## config.mk

```make
export PLATFORM = sky130hd
export DESIGN_NAME = intc_prio_arb
export DESIGN_NICKNAME = d
export VERILOG_FILES = /design/src/rtl/intc_prio_arb.sv
export SDC_FILE = /design/constraint.sdc
export NUM_CORES = 1
export LEC_CHECK = 0
export BUFFER_PORTS_ARGS = -buffer_cell sky130_fd_sc_hd__buf_2
export CAP_MARGIN = 0
export CORE_AREA = 2 2 459 461
export DETAILED_ROUTE_END_ITERATION = 16
export DIE_AREA = 0 0 461 463
export PLACE_DENSITY = 0.32
export SLEW_MARGIN = 40
export SYNTH_ARGS = -nofsm -noshare
export SYNTH_HDL_FRONTEND = slang
export SYNTH_SLANG_ARGS = --single-unit
export TNS_END_PERCENT = 10
```

## constraint.sdc

```tcl
create_clock -name clk -period 16.6 [get_ports clk]
set_clock_uncertainty 0.1 [all_clocks]
set_input_delay 0.83 -clock clk [delete_from_list [all_inputs] [get_ports clk]]
set_output_delay 0.83 -clock clk [all_outputs]
set_load 0.03 [all_outputs]
```

## src/rtl/intc_prio_arb.sv

```systemverilog
// intc_prio_arb -- scanning priority arbiter for an interrupt controller.
//
// Scans the pending sources GRP at a time. Over one full pass of NG groups it
// keeps the highest eligible priority level and its index, with ties going to
// the lowest index. A pass that finds a winner presents it to the CPU. The
// request is held until the CPU acknowledges it, or until the source stops
// being eligible. An acknowledge drives a one-cycle, one-hot pulse back to the
// capture stage.
//
// Ports:
//   clk, rst_n      clock; asynchronous active-low reset
//   in_irq_i        pending requests, one bit per source
//   rg_ipr_i        4-bit priority level per source (0 = disabled)
//   cpu_imask_i     CPU mask level; a source is eligible only if level > mask
//   cpu_ack_i       single-cycle CPU acknowledge (honoured only while requesting)
//   cp_intreq_o     interrupt request to the CPU
//   cp_level_o      level of the presented request
//   cp_vec_o        vector of the presented request (VEC_BASE + index, mod 256)
//   cp_intack_o     one-hot acknowledge to the capture stage
//   stat_clr_i      (INTC_ARB_STAT_EN only) clears the acknowledge counter
//   stat_ack_cnt_o  (INTC_ARB_STAT_EN only) saturating acknowledge count
//
// Optional feature: define INTC_ARB_STAT_EN to add the acknowledge counter.
module intc_prio_arb #(
  parameter int INT_DW   = 192,
  parameter int GRP      = 8,
  parameter int VEC_BASE = 64
) (
  input  logic              clk,
  input  logic              rst_n,
  input  logic [INT_DW-1:0] in_irq_i,
  input  logic [4*INT_DW-1:0] rg_ipr_i,
  input  logic [3:0]        cpu_imask_i,
  input  logic              cpu_ack_i,
  output logic              cp_intreq_o,
  output logic [3:0]        cp_level_o,
  output logic [7:0]        cp_vec_o,
  output logic [INT_DW-1:0] cp_intack_o
`ifdef INTC_ARB_STAT_EN
  ,
  input  logic              stat_clr_i,
  output logic [15:0]       stat_ack_cnt_o
`endif
);

  localparam int NG    = INT_DW / GRP;
  localparam int IDX_W = (INT_DW > 1) ? $clog2(INT_DW) : 1;
  localparam int G_W   = (NG > 1) ? $clog2(NG) : 1;
  localparam logic [G_W-1:0] G_LAST = G_W'(NG - 1);

  typedef enum logic [1:0] {S_SCAN, S_REQ, S_ACK} state_t;

  state_t             r_state, w_state_nxt;
  logic [G_W-1:0]     r_grp, w_grp_nxt;
  logic [3:0]         r_best_lvl, w_best_lvl_nxt;
  logic [IDX_W-1:0]   r_best_idx, w_best_idx_nxt;

  logic [3:0]         w_scan_lvl;
  logic [IDX_W-1:0]   w_scan_idx;
  logic [IDX_W-1:0]   w_src;
  logic [3:0]         w_lvl;

  logic               w_req_nxt;
  logic [3:0]         w_level_nxt;
  logic [7:0]         w_vec_nxt;
  logic [INT_DW-1:0]  w_ack_vec;

  // One group per cycle. The running best restarts from level 0 on group 0,
  // so a stale winner from the previous pass can never carry over. The strict
  // '>' compare is what keeps the lowest index when levels tie.
  always_comb begin
    w_scan_lvl = (r_grp == '0) ? 4'd0 : r_best_lvl;
    w_scan_idx = (r_grp == '0) ? '0 : r_best_idx;
    w_src      = '0;
    w_lvl      = '0;
    for (int j = 0; j < GRP; j++) begin
      w_src = IDX_W'(int'(r_grp) * GRP + j);
      w_lvl = rg_ipr_i[{w_src, 2'b00} +: 4];
      if (in_irq_i[w_src] && (w_lvl > cpu_imask_i) && (w_lvl > w_scan_lvl)) begin
        w_scan_lvl = w_lvl;
        w_scan_idx = w_src;
      end
    end
  end

  // Next-state and next-output logic.
  always_comb begin
    w_state_nxt    = r_state;
    w_grp_nxt      = r_grp;
    w_best_lvl_nxt = r_best_lvl;
    w_best_idx_nxt = r_best_idx;
    w_req_nxt      = 1'b0;
    w_level_nxt    = cp_level_o;
    w_vec_nxt      = cp_vec_o;
    w_ack_vec      = '0;
    case (r_state)
      S_SCAN: begin
        w_best_lvl_nxt = w_scan_lvl;
        w_best_idx_nxt = w_scan_idx;
        if (r_grp == G_LAST) begin
          w_grp_nxt = '0;
          if (w_scan_lvl != 4'd0) begin
            w_state_nxt = S_REQ;
            w_req_nxt   = 1'b1;
            w_level_nxt = w_scan_lvl;
            w_vec_nxt   = 8'(VEC_BASE) + 8'(w_scan_idx);
          end
        end else begin
          w_grp_nxt = r_grp + 1'b1;
        end
      end
      S_REQ: begin
        // An acknowledge wins over a simultaneous withdrawal.
        if (cpu_ack_i) begin
          w_state_nxt           = S_ACK;
          w_ack_vec[r_best_idx] = 1'b1;
        end else if (!in_irq_i[r_best_idx] || (cpu_imask_i >= r_best_lvl)) begin
          w_state_nxt = S_SCAN;
          w_grp_nxt   = '0;
        end else begin
          w_req_nxt = 1'b1;
        end
      end
      S_ACK: begin
        w_state_nxt = S_SCAN;
        w_grp_nxt   = '0;
      end
      default: begin
        w_state_nxt = S_SCAN;
        w_grp_nxt   = '0;
      end
    endcase
  end

  always_ff @(posedge clk or negedge rst_n) begin
    if (!rst_n) r_state <= S_SCAN;
    else        r_state <= w_state_nxt;
  end

  // Scan bookkeeping and registered CPU-side outputs. The level and vector
  // are captured once at the end of a pass and held for the whole request,
  // so priority register writes during REQ do not disturb them.
  always_ff @(posedge clk or negedge rst_n) begin
    if (!rst_n) begin
      r_grp       <= '0;
      r_best_lvl  <= '0;
      r_best_idx  <= '0;
      cp_intreq_o <= 1'b0;
      cp_level_o  <= '0;
      cp_vec_o    <= '0;
      cp_intack_o <= '0;
    end else begin
      r_grp       <= w_grp_nxt;
      r_best_lvl  <= w_best_lvl_nxt;
      r_best_idx  <= w_best_idx_nxt;
      cp_intreq_o <= w_req_nxt;
      cp_level_o  <= w_level_nxt;
      cp_vec_o    <= w_vec_nxt;
      cp_intack_o <= w_ack_vec;
    end
  end

`ifdef INTC_ARB_STAT_EN
  logic [15:0] r_ack_cnt;

  // Clear has priority over the increment; the count saturates at all-ones.
  always_ff @(posedge clk or negedge rst_n) begin
    if (!rst_n) begin
      r_ack_cnt <= '0;
    end else if (stat_clr_i) begin
      r_ack_cnt <= '0;
    end else if ((r_state == S_ACK) && (r_ack_cnt != 16'hFFFF)) begin
      r_ack_cnt <= r_ack_cnt + 16'd1;
    end
  end

  assign stat_ack_cnt_o = r_ack_cnt;
`endif

endmodule

```

==> impl_metrics.csv <==
group,metric,value,unit
yosys,synthMuxAreaShare,43.0,%
global_routing,grt_start_max_net_pins,115,
sta,rsz0062_at_grt,"no",
detailed_routing,drt_first_pass_iters,4,
detailed_routing,initialDrtViolationCount,1159,
critical_path,criticalPathCategory,"reg -> reg",
yosys,commonest_register_cell_after_synthesis,"sky130_fd_sc_hd__dfrtp_1",
yosys,most_repeated_cell_in_the_gate_level_netlist_after_synthesis,"sky130_fd_sc_hd__mux4_2",
yosys,combinational_family_with_the_most_area_after_synthesis,"multiplexers",
detailed_routing,drt-total-wl,159000,um
critical_path,critical_path_buf_inv_count,6,
global_routing,overflow,0,
die,chipHeight,463,um
cells_and_area,fill_cells,23800,
yosys,instance_count_of_the_mapped_netlist,1547,
critical_path,r2r_setup_slack,1.09,ns
sta,finalSetupViolations,0,
critical_path,cpPeakStageDelay,0.60,ns
place,gp_routability_congestion,0.911,
yosys,number_of_flops_mapped_to_enable_cells_by_yosys,0,
cells_and_area,stdcell_count,5540,
critical_path,reg2regPathDepth,66,
place,dp.cells,5451,
cts,clock_sink_count,224,
die,die_x,461,um
yosys,synthSimpleGateAreaFrac,11.2,%
yosys,ys_seq_elements,224,
critical_path,startpoint_type,"flip-flop",
cells_and_area,post-route-cell-area,29400,um^2
cts,cts_root_buffer,"sky130_fd_sc_hd__clkbuf_16",
worst_hold_path,hold_path_class,"in -> async",
critical_path,critical_path_peak_fanout,12,
place,postPlaceCellArea,28300,um^2
critical_path,cp_slowest_cell,"sky130_fd_sc_hd__or4_4",
cells_and_area,drive_above_1_share,62.2,%
sta,post-route-min-period,15.51,ns
yosys,syn-cell-area,18900,um^2
cts,tritoncts_clock_tree,"built",
critical_path,critPathCaptureType,"flip-flop",
die,core_region_area,209000,um^2
die,rows,168,
global_routing,grt_antenna_before_repair,111,
yosys,average_footprint_of_a_synthesized_cell,12.2,um^2
sta,achievable-frequency,0.0645,GHz
place,place.detailed.hpwl,140000,um
sta,number_of_slew_limit_violations_in_the_final_report,0,
yosys,asyncSetResetFlopFracSynth,100,%
yosys,yosys-top-cells-count,"sky130_fd_sc_hd__mux4_2, sky130_fd_sc_hd__nor2_1, sky130_fd_sc_hd__dfrtp_1, sky130_fd_sc_hd__nand2_1, sky130_fd_sc_hd__clkbuf_1",
status,outcome,"complete, no violations",
global_routing,grt_pass1_vias,20600,
power,total_leakage_power,13.2,nW
job,max-cap-violations,0,
die,io_pins,1172,
power,power.density,249,nW/um^2
detailed_routing,detail_routed_net_length_per_standard_cell,28.6,um
detailed_routing,via_count,19500,
critical_path,worst_path_dominant_cell_family,"compound AO/OA/AOI/OAI gates",
detailed_routing,drt.antenna.violating_nets,0,
cts,ctsHtreeMaxLevel,1,
critical_path,worst-endpoint-required,16.96,ns
sta,final_min_period_over_clock_period,93.4,%
critical_path,crit_top_cell,"sky130_fd_sc_hd__ha_1",
critical_path,regToRegEndpoint,"cp_vec_o[6]",
die,fp.dieArea,213000,um^2
power,vdd_ir_max,0.208,mV
detailed_routing,drc,0,
sta,tightestPinTransition,0.816,ns
place,place.port_buffers,1171,
cts,tritoncts_buffer_count,27,
sta,final_hold_viol_count,0,
cts,clkSlewWorstSetupHoldPaths,0.08,ns
yosys,synthesis.nets,2573,
yosys,synth_xor_xnor_area_share,0.271,%
cts,clk_latency,0.59,ns
die,floorplan.initialDensity,9.07,%
critical_path,beginning_of_the_worst_register_to_register_path,"r_grp[0]",
sta,slew_headroom,45.6,%
global_routing,grt_pass1_wl,203000,um
yosys,distinct_cells_synth,88,
critical_path,worst-endpoint-arrival,15.88,ns
yosys,synth_top_cell_area_share,38.6,%
yosys,synth-compound-area-share,7.59,%
yosys,yosys.area.top_type,"sky130_fd_sc_hd__mux4_2",
yosys,synthAdderAreaFrac,3.96,%
yosys,synth-warning-count,0,
cells_and_area,num-nets-final,3712,
cts,clockBufferDepth,3,
yosys,synth_area_leaders,"sky130_fd_sc_hd__mux4_2, sky130_fd_sc_hd__dfrtp_1, sky130_fd_sc_hd__nor2_1",
detailed_routing,drt-vias-per-instance,3.52,
yosys,seq_area_frac_synth,29.6,%
global_routing,globalRouteTotalUtil,14.2,%
cells_and_area,flow.area_growth_from_synthesis,55.7,%
-- flip-flops by register name, summed over array words and instances, names as in the netlist --
signal,cells
cp_intack_o,192
cp_vec_o,8
r_best_idx,8
r_grp,5
cp_level_o,4
r_best_lvl,4
r_state,2
cp_intreq_o,1
-- repair_timing --
action / in CTS / in global routing
hold endpoints to repair: 0 / 0
pin swaps: 0 / 1
endpoints found under the setup margin: 6 / 24
hold buffers: 0 / 0
buffers inserted: 0 / 11
gates resized for setup: 1 / 9
-- per-layer routing --
metal  up-vias  track usage [%]  part of all wire [%]
li1       8344                -                     -
met1      9865             16.3                    38
met2       991             25.9                    51
met3       248             3.74                   7.6
met4        72             3.63                   3.4
met5         -                0                  0.26
-- area by class of cell --
type / count / area (um^2) / area share, %
Antenna cell: 29 / 72.6 / 0.246
Multi-Input combinational cell: 1144 / 12600 / 42.8
Timing Repair Buffer: 1247 / 6590 / 22.4
Tap cell: 2805 / 3510 / 11.9
Clock buffer: 37 / 743 / 2.52
Inverter: 42 / 164 / 0.557
Clock inverter: 12 / 154 / 0.523
Sequential cell: 224 / 5630 / 19.1
-- cells in the final DEF (no fill, tap or decap), drive strengths merged, types with 29 or more instances in the layout --
cell type,count
clkbuf,37
nor2,227
dfrtp,224
ha,59
inv,44
buf,1247
mux2i,47
a21oi,66
nand2,132
diode,29
o21ai,54
mux4,331
nand3,29
-- cell families after synthesis --
group	count (synthesis)
adders and majority gates	60
DFF	224
and+or+nand+nor	483
muxes	392
buffers and inverters	179
xor gates and xnor gates	5
AOI/OAI and AO/OA	204
-- metrics by stage --
| step | setup WS [ns] | TNS, ns | hold WS (ns) | util (%) | power [mW] |
|---|---|---|---|---|---|
| floorplan | 0.0538 | 0 | 0.403 | - | 4.60 |
| global placement | 0.0385 | 0 | 0.380 | 13.5 | 6.80 |
| detailed placement | -0.0216 | -0.0455 | 0.381 | 13.6 | 6.78 |
| CTS | 0.212 | 0 | 0.0573 | 14.0 | 7.43 |
| global route | 0.0392 | 0 | 0.0859 | 14.1 | 7.97 |
| finish | 1.09 | 0 | 0.0792 | 14.1 | 7.32 |
-- report_power, final --
| group | internal, mW | total [mW] | switching (mW) |
|---|---|---|---|
| combinational | 2.39 | 5.98 | 3.59 |
| sequential | 0.604 | 0.731 | 0.126 |
| clock | 0.361 | 0.612 | 0.251 |
-- worst max-delay path by stage --
stage,startpoint,end,slack (ns),cells past startpoint
floorplan,r_grp[1],cp_vec_o[6],0.05,86
detailed placement,rg_ipr_i[32],cp_vec_o[6],-0.02,66
global placement,rg_ipr_i[32],cp_vec_o[7],0.04,67
global route,r_grp[0],cp_vec_o[0],0.04,68
finish,r_grp[0],cp_vec_o[6],1.09,66
CTS,r_grp[0],cp_vec_o[6],0.21,65
(Power assumes the default switching activity.)
